--- config.mk ---
export PLATFORM = sky130hd
export DESIGN_NAME = tm1638_responder
export DESIGN_NICKNAME = d
export VERILOG_FILES = /design/src/rtl/tm1638_responder.sv
export SDC_FILE = /design/constraint.sdc
export NUM_CORES = 1
export LEC_CHECK = 0
export BUFFER_PORTS_ARGS = -buffer_cell sky130_fd_sc_hd__buf_2
export CAP_MARGIN = 20
export CELL_PAD_IN_SITES_DETAIL_PLACEMENT = 1
export CELL_PAD_IN_SITES_GLOBAL_PLACEMENT = 1
export CORE_UTILIZATION = 35
export DETAILED_ROUTE_END_ITERATION = 12
export GPL_TIMING_DRIVEN = 0
export PLACE_DENSITY = 0.64
export SLEW_MARGIN = 10
export SYNTH_ARGS = -nofsm -noshare
export SYNTH_HDL_FRONTEND = slang
export SYNTH_SLANG_ARGS = --single-unit
--- constraint.sdc ---
create_clock -name clock -period 5.9 [get_ports clock]
set_input_delay 0.59 -clock clock [delete_from_list [all_inputs] [get_ports clock]]
set_output_delay 0.59 -clock clock [all_outputs]
set_load 0.01 [all_outputs]
--- src/rtl/tm1638_responder.sv ---
// tm1638_responder
// Responder-side model of a TM1638 LED&KEY board. Oversamples the
// controller's serial pins on the system clock, decodes data, address and
// display-control commands into a 16-byte display register file, and
// shifts key-scan bytes back toward the controller on read commands.
//
// Ports:
//   clock, reset     system clock, asynchronous active-high reset
//   sio_clk/sio_stb  serial clock and active-low strobe from the controller
//   sio_data         controller data (sampled on sio_clk rising edges)
//   sio_data_en      controller drive enable, used only to flag contention
//   dio_out/_en      responder data toward the controller and its enable
//   keys             key states, 1 = pressed
//   seg              seg[8*i +: 8] = display register 2*i
//   led              led[i] = bit 0 of display register 2*i+1
//   display_on       display-control bit 3
//   brightness       display-control bits [2:0]
//   protocol_error   one-cycle pulse per cycle with a detected violation
module tm1638_responder #(
  parameter int SYNC_STAGES = 2
) (
  input  logic        clock,
  input  logic        reset,
  input  logic        sio_clk,
  input  logic        sio_stb,
  input  logic        sio_data,
  input  logic        sio_data_en,
  output logic        dio_out,
  output logic        dio_out_en,
  input  logic [7:0]  keys,
  output logic [63:0] seg,
  output logic [7:0]  led,
  output logic        display_on,
  output logic [2:0]  brightness,
  output logic        protocol_error
);

  typedef enum logic [2:0] {IDLE, CMD, WRITE, READ, IGNORE} state_t;

  logic [SYNC_STAGES-1:0] clk_sync, stb_sync, dat_sync;
  logic                   clk_hist, stb_hist;
  logic                   clk_s, stb_s, dat_s;
  logic                   clk_rise, clk_fall, stb_rise;

  state_t      state;
  logic [2:0]  bit_cnt;
  logic [7:0]  shift;
  logic [7:0]  shift_next;
  logic [3:0]  ptr;
  logic        mode_fixed, mode_read;
  logic        ctrl_on;
  logic [2:0]  ctrl_bri;
  logic [7:0]  key_snap;
  logic [5:0]  rd_idx, rd_next;
  logic        rise_seen;
  logic        byte_done, err_next;
  logic [7:0]  regs [16];

  // Key-scan bit for serial position idx: byte j = {3'b0, k[j+4], 3'b0, k[j]}.
  // Positions 32 and beyond read as 0.
  function automatic logic key_bit(input logic [7:0] k, input logic [5:0] idx);
    logic r;
    r = 1'b0;
    if (!idx[5]) begin
      if (idx[2:0] == 3'd0) r = k[{1'b0, idx[4:3]}];
      else if (idx[2:0] == 3'd4) r = k[{1'b1, idx[4:3]}];
    end
    return r;
  endfunction

  // Synchronizers plus one history flop; strobe and clock idle high so
  // they reset high to avoid a spurious edge after reset release.
  always_ff @(posedge clock or posedge reset) begin
    if (reset) begin
      clk_sync <= '1;
      stb_sync <= '1;
      dat_sync <= '0;
      clk_hist <= 1'b1;
      stb_hist <= 1'b1;
    end else begin
      clk_sync <= {clk_sync[SYNC_STAGES-2:0], sio_clk};
      stb_sync <= {stb_sync[SYNC_STAGES-2:0], sio_stb};
      dat_sync <= {dat_sync[SYNC_STAGES-2:0], sio_data};
      clk_hist <= clk_s;
      stb_hist <= stb_s;
    end
  end

  assign clk_s = clk_sync[SYNC_STAGES-1];
  assign stb_s = stb_sync[SYNC_STAGES-1];
  assign dat_s = dat_sync[SYNC_STAGES-1];

  // Clock edges count only while the strobe is low.
  assign clk_rise = ~stb_s &  clk_s & ~clk_hist;
  assign clk_fall = ~stb_s & ~clk_s &  clk_hist;
  assign stb_rise =  stb_s & ~stb_hist;

  assign shift_next = {dat_s, shift[7:1]};
  assign byte_done  = clk_rise && (bit_cnt == 3'd7) && (state == CMD || state == WRITE);
  assign rd_next    = rd_idx[5] ? rd_idx : rd_idx + 6'd1;

  // All violations in one cycle merge into a single pulse.
  assign err_next = (state == CMD   && byte_done && shift_next[7:6] == 2'b00) ||
                    (state == WRITE && byte_done && mode_read) ||
                    (stb_rise && bit_cnt != 3'd0) ||
                    (sio_data_en && dio_out_en);

  always_ff @(posedge clock or posedge reset) begin
    if (reset) begin
      state          <= IDLE;
      bit_cnt        <= 3'd0;
      shift          <= 8'd0;
      ptr            <= 4'd0;
      mode_fixed     <= 1'b0;
      mode_read      <= 1'b0;
      ctrl_on        <= 1'b0;
      ctrl_bri       <= 3'd0;
      key_snap       <= 8'd0;
      rd_idx         <= 6'd0;
      rise_seen      <= 1'b0;
      dio_out        <= 1'b0;
      dio_out_en     <= 1'b0;
      protocol_error <= 1'b0;
      for (int i = 0; i < 16; i++) regs[i] <= 8'd0;
    end else begin
      protocol_error <= err_next;
      if (stb_rise) begin
        // End of strobe; a partial byte in the shifter is simply dropped.
        state      <= IDLE;
        bit_cnt    <= 3'd0;
        dio_out    <= 1'b0;
        dio_out_en <= 1'b0;
      end else begin
        case (state)
          IDLE: begin
            if (!stb_s) begin
              state   <= CMD;
              bit_cnt <= 3'd0;
            end
          end
          CMD: begin
            if (clk_rise) begin
              shift   <= shift_next;
              bit_cnt <= bit_cnt + 3'd1;
              if (bit_cnt == 3'd7) begin
                case (shift_next[7:6])
                  2'b01: begin
                    mode_fixed <= shift_next[2];
                    mode_read  <= shift_next[1];
                    if (shift_next[1]) begin
                      state      <= READ;
                      key_snap   <= keys;
                      rd_idx     <= 6'd0;
                      rise_seen  <= 1'b0;
                      dio_out    <= keys[0];
                      dio_out_en <= 1'b1;
                    end else begin
                      state <= IGNORE;
                    end
                  end
                  2'b10: begin
                    ctrl_on  <= shift_next[3];
                    ctrl_bri <= shift_next[2:0];
                    state    <= IGNORE;
                  end
                  2'b11: begin
                    ptr   <= shift_next[3:0];
                    state <= WRITE;
                  end
                  default: state <= IGNORE;
                endcase
              end
            end
          end
          WRITE: begin
            if (clk_rise) begin
              shift   <= shift_next;
              bit_cnt <= bit_cnt + 3'd1;
              if (bit_cnt == 3'd7 && !mode_read) begin
                regs[ptr] <= shift_next;
                if (!mode_fixed) ptr <= ptr + 4'd1;
              end
            end
          end
          READ: begin
            // Advance only on a falling edge that follows a sampled rising
            // edge, so the idle-high clock's first fall keeps bit 0 up.
            if (clk_rise) begin
              rise_seen <= 1'b1;
            end else if (clk_fall && rise_seen) begin
              rise_seen <= 1'b0;
              rd_idx    <= rd_next;
              dio_out   <= key_bit(key_snap, rd_next);
            end
          end
          IGNORE: ;
          default: state <= IDLE;
        endcase
      end
    end
  end

  // Registered output view of the register file and display control.
  always_ff @(posedge clock or posedge reset) begin
    if (reset) begin
      seg        <= 64'd0;
      led        <= 8'd0;
      display_on <= 1'b0;
      brightness <= 3'd0;
    end else begin
      for (int i = 0; i < 8; i++) begin
        seg[8*i +: 8] <= regs[2*i];
        led[i]        <= regs[2*i+1][0];
      end
      display_on <= ctrl_on;
      brightness <= ctrl_bri;
    end
  end

endmodule
Word-level counts from Yosys, hierarchy flattened
Cells that the tools add are included.
Word-level totals
  bits in registers: 254
  logic and storage cells: 186
Cells by class
  $add $sub $neg: 3
  order comparisons: 4
  equality and inequality tests: 29
  mux-type cells: 57
  bitwise gates (word level): 11
  reduce and logical (&&, ||, !) cells: 43
Operators with widths (count)
  bitwise mux 128 bit: 1
  two-way mux 6 bit: 7
  demux 8 bit (select 4 bit): 1
  two-way mux 1 bit: 24
  two-way mux 3 bit: 8
  two-way mux 4 bit: 6
  inequality test 3 bit, second input constant: 7
  AND reduction 8 bit: 2
  AND reduction 5 bit: 3
  inequality test 2 bit, second input constant: 7
  AND reduction 7 bit: 2
  nonzero test 2 bit: 7
  one-hot mux 3 bit (2 select lines): 2
  one-hot mux 6 bit (2 select lines): 1
  logical AND 1 bit: 11
  == test 3 bit, second input constant: 3
  one-hot mux 3 bit (3 select lines): 1
  nonzero test 3 bit: 3
  two-way mux 8 bit: 1
  inequality test 2 x 1 -> 1 bit, second input constant: 4
  one-hot mux 4 bit (2 select lines): 1
  AND reduction 4 bit: 2
  adder 6 x 1 -> 6 bit, second input constant: 1
  == test 3 x 2 -> 1 bit, second input constant: 2
  other kinds (24): 40

Depth between registers and ports, before layout
Gate-level depths: netlist of run 1.
  depth after elaboration: 11
  gate-level depth with buffers: 7

Worst setup path before layout of run 1
Ideal clock, no wire load.
  path kind: reg2reg
  from: register bit_cnt[0]
  to: register regs[41] in the netlist's numbering
  library setup time: 0.128 ns
  arrival: 1.741 ns
  required time: 5.772 ns
  slack: 4.032 ns
  stages on the path, launching flop included: 8
  buffers on the path: 1
  clock period less this slack: 1.868 ns
  cells stage by stage: dfrtp_1 > ha_1 > ha_1 > nand4bb_2 > nor3_2 > and3_1 > buf_4 > mux2_1
Between the ends
  word-level cells in the longest chain between the ends: 3
RTL lines
  start, declared: line 46  | logic [2:0] bit_cnt;
  start signal, assigned: line 144  | bit_cnt <= bit_cnt + 3'd1;
  start signal, assigned: line 178  | bit_cnt <= bit_cnt + 3'd1;
  == test 3 bit: line 179  | if (bit_cnt == 3'd7 && !mode_read) begin
  logical AND 1 bit: line 179
  AND reduction 4 bit (no line)
  end signal, assigned by index: line 180  | regs[ptr] <= shift_next;
  end, declared: line 57  | logic [7:0] regs [16];
Every way passes these cells.
A chain may end at the register's enable or synchronous reset.

Final worst setup path of run 1
  from: register bit_cnt[0]
  to: register dio_out
Between the ends
  word-level cells in the longest chain between the ends: 3
RTL lines
  == test 3 bit: line 145  | if (bit_cnt == 3'd7) begin
  inequality test 3 bit (no line)
  AND reduction 7 bit (no line)
  end signal, assigned: line 155  | dio_out <= keys[0];
  end signal, assigned: line 193  | dio_out <= key_bit(key_snap, rd_next);
  end, declared: line 28  | output logic dio_out,
Every way passes these cells.

==> results.sh, run 1 <==
export IMPL_nFillCells=2052
export IMPL_yosys_register_bits=197
export IMPL_async_reset_ff_share_pct=100.0
export IMPL_seq_area_frac_synth_pct=68.55
export IMPL_rows=52
export IMPL_p_leak_nw=4.528
export IMPL_r2r_end="dio_out"
export IMPL_clock_latency_ns=0.42
export IMPL_crit_start="bit_cnt[0]"
export IMPL_path_max_fanout=9
export IMPL_wl_per_cell_um=16.84
export IMPL_grt_pass1_wl_um=24810
export IMPL_synth_cell_types=57
export IMPL_yosys_area_share_simple_pct=8.148
export IMPL_nNetsFinal=597
export IMPL_synthTopCellsByCount="191 x dfrtp_1, 63 x mux2_1, 19 x nor2_1"
export IMPL_diodes=0
export IMPL_synth_avg_cell_area_um2=15.69
export IMPL_cts_tree="done"
export IMPL_synth_edf_count=0
export IMPL_vias_per_cell=4.702
export IMPL_drc=0
export IMPL_worst_pin_slew_ns=0.7408
export IMPL_core_area_um2=20230
export IMPL_cts_path_max_buffers=2
export IMPL_crit_path_end_kind="register"
export IMPL_syn_area_um2=7202
export IMPL_cts_root_buf="clkbuf_16"
export IMPL_min_period_over_period_pct=39.04
export IMPL_gp_congestion=0.7536
export IMPL_synth_area_leaders="dfrtp_1 66%, mux2_1 9.9%, mux2_4 3.3%, dfstp_2 2.2%, mux2_2 2.2%"
export IMPL_hold_buffers=0
export IMPL_finalSetupTns_ns=0
export IMPL_ctsResizeCount=0
export IMPL_ant_nets=0
export IMPL_final_cells=858
export IMPL_hold_class="primary input to async pin"
export IMPL_worst_ir_drop_vdd_v=0.0001548
export IMPL_drt_iter0_drc=153
export IMPL_fin_crit_ns=2.303
export IMPL_drt_pre_antenna_iters=6
export IMPL_final_layout_size_suffix_gt1_share_pct=32.14
export IMPL_startpoint_type="register"
export IMPL_setup_violations=0
export IMPL_drv_slew=0
export IMPL_yosys_warnings=0
export IMPL_synth_top_area_share_pct=66.37
export IMPL_grt_pass1_vias=4477
export IMPL_cts_sinks=197
export IMPL_synth_nets=481
export IMPL_io_pin_count=93
export IMPL_track_usage_pct=15.03
export IMPL_place_area_um2=8104
export IMPL_placed_cells=826
export IMPL_synth_xor_area_share_pct=0.4864
export IMPL_initial_core_util_pct=35.59
export IMPL_cp_data_arrival_time_ns=2.58
export IMPL_totalWireLength_um=14450
export IMPL_endpoint="dio_out"
export IMPL_die_h_um=145.4
export IMPL_yosysTopAreaCell="dfrtp_1"
export IMPL_synth_compound_area_share_pct=3.353
export IMPL_synthAdderAreaFrac_pct=1.390
export IMPL_rrSetupSlack_ns=3.60
export IMPL_clk_pin_slew_ns=0.07
export IMPL_final_area_um2=8698
export IMPL_synth_top_family_by_area="multiplexers"
export IMPL_fmax_ghz=0.4341
export IMPL_synthToLayoutAreaGrowth_pct=20.78
export IMPL_fin_skew_ns=0.008119
export IMPL_dieArea_um2=21150
export IMPL_vias=4034
export IMPL_powerDensity_nw_per_um2=312.9
export IMPL_dp_hpwl_um=10040
export IMPL_synthMuxAreaShare_pct=16.10
export IMPL_io_buffer_count=92
export IMPL_status="completed"
export IMPL_rsz0062_at_grt="false"
export IMPL_synth_flop_cell="dfrtp_1"
export IMPL_synthCells=459
export IMPL_post_route_util_pct=42.99
export IMPL_overflow=0
export IMPL_yosysMostFrequentCell="dfrtp_1"
export IMPL_maxCapViolations=0
export IMPL_hold_violations=0
export IMPL_crit_type="register to register"
export IMPL_relSlewSlack_pct=50.61
export IMPL_cts_setup_buffers=0
export IMPL_htreeDepth=4
export IMPL_crit_required_ns=6.18
export IMPL_die_w_um=145.4
export IMPL_grt_max_degree=44
export IMPL_grt_antenna_before_repair=0
export IMPL_rr_worst_depth=7
export IMPL_r2r_start="bit_cnt[0]"
export IMPL_cts_buffers=17
==> area by class of cell <==
class	instances	area (um^2)	area share [%]
Timing Repair Buffer	97	560.5	6.444
Buffer	21	107.6	1.237
Sequential cell	197	4937	56.76
Clock inverter	14	155.1	1.784
Multi-Input combinational cell	232	2123	24.41
Tap cell	270	337.8	3.884
Inverter	9	37.54	0.4315
Clock buffer	18	439.2	5.049
==> metal layers <==
metal	share of wire [%]	track usage (%)	up-vias	routed length (um)
met3	3.2	3.668	17	459
li1	-	-	1824	-
met5	0	0	-	0
met1	47	20.30	2112	6731
met2	49	24.21	81	7070
met4	1.3	4.211	0	190
==> how the worst min path moves through the flow <==
stage	from	to	slack [ns]	cells after the start
after floorplan	dat_sync[0]	dat_sync[1]	0.33	0
final	reset	seg[36]	0.22	2
after global routing	sio_stb	stb_sync[0]	0.24	1
after detailed placement	dat_sync[0]	dat_sync[1]	0.35	0
after CTS	reset	seg[13]	0.22	2
after global placement	dat_sync[0]	dat_sync[1]	0.34	0
==> cells in the final DEF (no fill, tap or decap), types with 7 or more instances in the layout <==
cell type / synthesis / routed
nor2_1: 19 / 19
clkbuf_1: 9 / 9
mux2_1: 63 / 63
clkbuf_16: 0 / 17
buf_2: 2 / 94
ha_1: 8 / 8
a21oi_1: 11 / 11
mux2_2: 14 / 14
inv_1: 8 / 7
o21ai_0: 7 / 7
dfrtp_1: 191 / 191
mux2_4: 16 / 16
nand2_1: 13 / 13
==> metrics by stage <==
step | worst slack [ns] | power (W) | hold slack (ns)
floorplan | 2.769 | 0.001523 | 0.3312
global placement | 1.804 | 0.001597 | 0.3369
detailed placement | 3.623 | 0.001616 | 0.3459
CTS | 3.585 | 0.002767 | 0.2243
global route | 3.466 | 0.002834 | 0.2359
finish | 3.597 | 0.002722 | 0.2242
==> report_power, final <==
part           internal, W  switching [W]
Clock             0.000614       0.000525
Sequential         0.00138      0.0000206
Combinational    0.0000474       0.000136
Total              0.00204       0.000682
==> flip-flops by register name (all words and copies together) (netlist names), 2 cells and up <==
register / cells
clk_sync: 2
dat_sync: 2
seg: 64
rd_idx: 6
stb_sync: 2
ptr: 4
brightness: 3
regs: 72
led: 8
bit_cnt: 3
state: 3
shift: 7
key_snap: 8
ctrl_bri: 3
==> kinds of logic after synthesis <==
kind of cell,Yosys count
AOI/OAI and AO/OA,34
xor gates and xnor gates,4
adders and majority gates,8
buffers and inverters,30
DFF,197
muxes,97
and+or+nand+nor,89
==> worst max-delay path, cell delays in order, from the launching register on <==
cell and delay (ns):
dfrtp_1 0.39, ha_1 0.18, ha_1 0.20, nand4bb_2 0.29, nor3_1 0.38, o21ai_1 0.27, a32oi_1 0.30, o32ai_2 0.14
No activity file was read; power rests on OpenSTA's default activity.
==> inputs of run 2 (changes only) <==
- ABC_AREA: not set -> 1
- PLACE_DENSITY: 0.64 -> 0.67
- clock period: 5.9 -> 1.9 ns (I/O delays scaled with it)
==> run 2 against run 1 <==
Global-route usage increased by 3.1 points; wire length grew 18%; flip-flop and latch count is the same; utilization is 2.5 points higher; total power increased to 3.4 times the previous value; die area down 3.0%; combinational power grew to 5.0 times the previous value; highest routed layer unchanged.
==> results.sh, run 2 <==
export IMPL_status="completed"
export IMPL_io_buffer_count=92
export IMPL_final_common_cell="dfrtp_1"
export IMPL_vias_per_cell=4.753
export IMPL_crit_type="register to register"
export IMPL_cp_data_arrival_time_ns=2.11
export IMPL_io_pin_count=93
export IMPL_maxCapViolations=0
export IMPL_rrSetupSlack_ns=0.08
export IMPL_post_place_ws_ns=-0.2936
export IMPL_synthToLayoutAreaGrowth_pct=27.12
export IMPL_final_area_um2=8880
export IMPL_grt_pass1_wl_um=27970
export IMPL_place_area_um2=7881
export IMPL_nNetsFinal=770
export IMPL_synth_cell_types=34
export IMPL_drt_pre_antenna_iters=4
export IMPL_worst_ir_drop_vdd_v=0.0006664
export IMPL_hold_violations=0
export IMPL_wl_per_cell_um=16.60
export IMPL_synth_top_area_share_pct=68.42
export IMPL_final_cells=1026
export IMPL_diodes=0
export IMPL_synth_area_leaders="dfrtp_1 68%, nand2_1 7.0%, o21ai_1 4.9%, o21ai_0 3.2%, inv_1 2.5%"
export IMPL_grt_max_degree=40
export IMPL_die_h_um=143.3
export IMPL_worst_pin_slew_ns=0.8650
export IMPL_largest_reg_flops=72
export IMPL_min_period_over_period_pct=95.86
export IMPL_yosysTopAreaCell="dfrtp_1"
export IMPL_cts_path_max_buffers=2
export IMPL_rows=51
export IMPL_seq_area_frac_synth_pct=70.68
export IMPL_finalSetupTns_ns=0
export IMPL_finalWorstSetupSlack_ns=0.07859
export IMPL_clk_pin_slew_ns=0.07
export IMPL_yosysMostFrequentCell="dfrtp_1"
export IMPL_grt_antenna_before_repair=0
export IMPL_powerDensity_nw_per_um2=1031
export IMPL_crit_required_ns=2.18
export IMPL_hold_class="primary input to register"
export IMPL_layout_common_cells="191 x dfrtp_1, 130 x nand2_1, 94 x buf_2"
export IMPL_placed_cells=974
export IMPL_final_layout_size_suffix_gt1_share_pct=25.62
export IMPL_cts_sinks=197
export IMPL_totalWireLength_um=17040
export IMPL_gp_congestion=0.8057
export IMPL_overflow=0
export IMPL_fmax_ghz=0.5490
export IMPL_initial_core_util_pct=35.77
export IMPL_cts_root_buf="clkbuf_16"
export IMPL_top_regs="regs: 72 flops, seg: 64 flops"
export IMPL_relSlewSlack_pct=42.21
export IMPL_synth_nets=634
export IMPL_vias=4877
export IMPL_startpoint_type="register"
export IMPL_yosys_warnings=0
export IMPL_ant_nets=0
export IMPL_dp_hpwl_um=11790
export IMPL_die_w_um=143.3
export IMPL_dieArea_um2=20530
export IMPL_htreeDepth=4
export IMPL_clock_latency_ns=0.44
export IMPL_track_usage_pct=18.13
export IMPL_regMostFlops="regs"
export IMPL_yosys_register_bits=197
export IMPL_fin_skew_ns=0.009894
export IMPL_drv_slew=0
export IMPL_drc=0
export IMPL_synth_flop_cell="dfrtp_1"
export IMPL_syn_area_um2=6985
export IMPL_fin_crit_ns=1.821
export IMPL_grt_pass1_vias=5304
export IMPL_cts_tree="done"
export IMPL_synth_edf_count=0
export IMPL_p_leak_nw=4.510
export IMPL_drt_iter0_drc=279
export IMPL_crit_path_end_kind="register"
export IMPL_core_area_um2=19530
export IMPL_synthCells=612
export IMPL_path_max_fanout=8
export IMPL_setup_violations=0
export IMPL_synth_avg_cell_area_um2=11.41
export IMPL_async_reset_ff_share_pct=100.0
export IMPL_synthTopCellsByCount="191 x dfrtp_1, 130 x nand2_1, 69 x o21ai_1"
export IMPL_cts_buffers=17
[run 2: changes by cell type in the layout (fill, tap and decap cells not counted), moves of 14 or more]
cell | before | now
nand2_1 | 13 | 130
nand3_1 | 6 | 29
o21ai_1 | 1 | 71
inv_1 | 7 | 41
mux2_1 | 63 | 0
mux2_4 | 16 | 2
o21ai_0 | 7 | 43
[run 2: per-stage QoR]
stage / hold slack [ns] / utilization [%] / power (W)
finish: 0.01292 / 45.48 / 0.009157
global route: 0.02067 / 45.48 / 0.009506
CTS: 0.003756 / 45.11 / 0.009231
detailed placement: 0.2969 / 40.36 / 0.005320
global placement: 0.2972 / 39.85 / 0.005270
floorplan: 0.1945 / - / 0.004985
[run 2: what timing repair did]
action,in CTS,in global routing
gates cloned,0,1
resized for setup,26,15
hold buffers,11,0
pin swaps,3,5
hold endpoints to repair,42,0
setup endpoints to repair,94,83
buffers inserted,7,4
[run 2: report_power, final]
part           internal [W]  total (W)  switching (W)
Clock               0.00214    0.00386        0.00172
Combinational      0.000224   0.000918       0.000693
Sequential          0.00429    0.00438      0.0000829
Total               0.00666    0.00916        0.00250
[run 2: kinds of logic after synthesis]
family | Yosys count | share of synthesized area (%)
AOI/OAI and AO/OA | 127 | 9.529
DFF | 197 | 70.68
and+or+nand+nor | 206 | 13.20
xor gates and xnor gates | 3 | 0.3762
adders and majority gates | 8 | 1.433
muxes | 5 | 0.9135
buffers and inverters | 66 | 3.869
[run 2: worst paths after layout]
check | start | to | depth (start not counted)
min in group asynchronous | reset | regs[47] | 3
max in group asynchronous | reset | bit_cnt[1] | 5
min reg2reg | dat_sync[0] | dat_sync[1] | 0
max | bit_cnt[0] | regs[56] | 11
min | keys[7] | key_snap[7] | 3
max reg2reg | bit_cnt[0] | regs[56] | 11
[run 2: critical path: stages (launching register included)]
cell and delay, ns:
dfrtp_1 0.40, ha_4 0.16, ha_4 0.16, inv_2 0.07, nor2_4 0.11, nand3_4 0.12
nor2_4 0.12, buf_12 0.13, nand2_4 0.08, buf_6 0.17, nand2_1 0.06, o21ai_1 0.09
[run 2: metal layers]
layer  vias to the layer above  track usage [%]  share of wire [%]
met1                      2458            22.28                 44
met2                       116            31.60                 51
met5                         -                0                  0
met4                         0            5.823                1.4
met3                        20            3.991                3.7
li1                       2283                -                  -
[run 2: area by class of cell]
type                            instances  area, um^2
Fill cell                            2180       10650
Sequential cell                       197        4937
Multi-Input combinational cell        349        1881
Timing Repair Buffer                  120       795.8
Clock buffer                           17       425.4
Tap cell                              265       331.6
Clock inverter                         15       214.0
Inverter                               48       187.7
Buffer                                 15       107.6
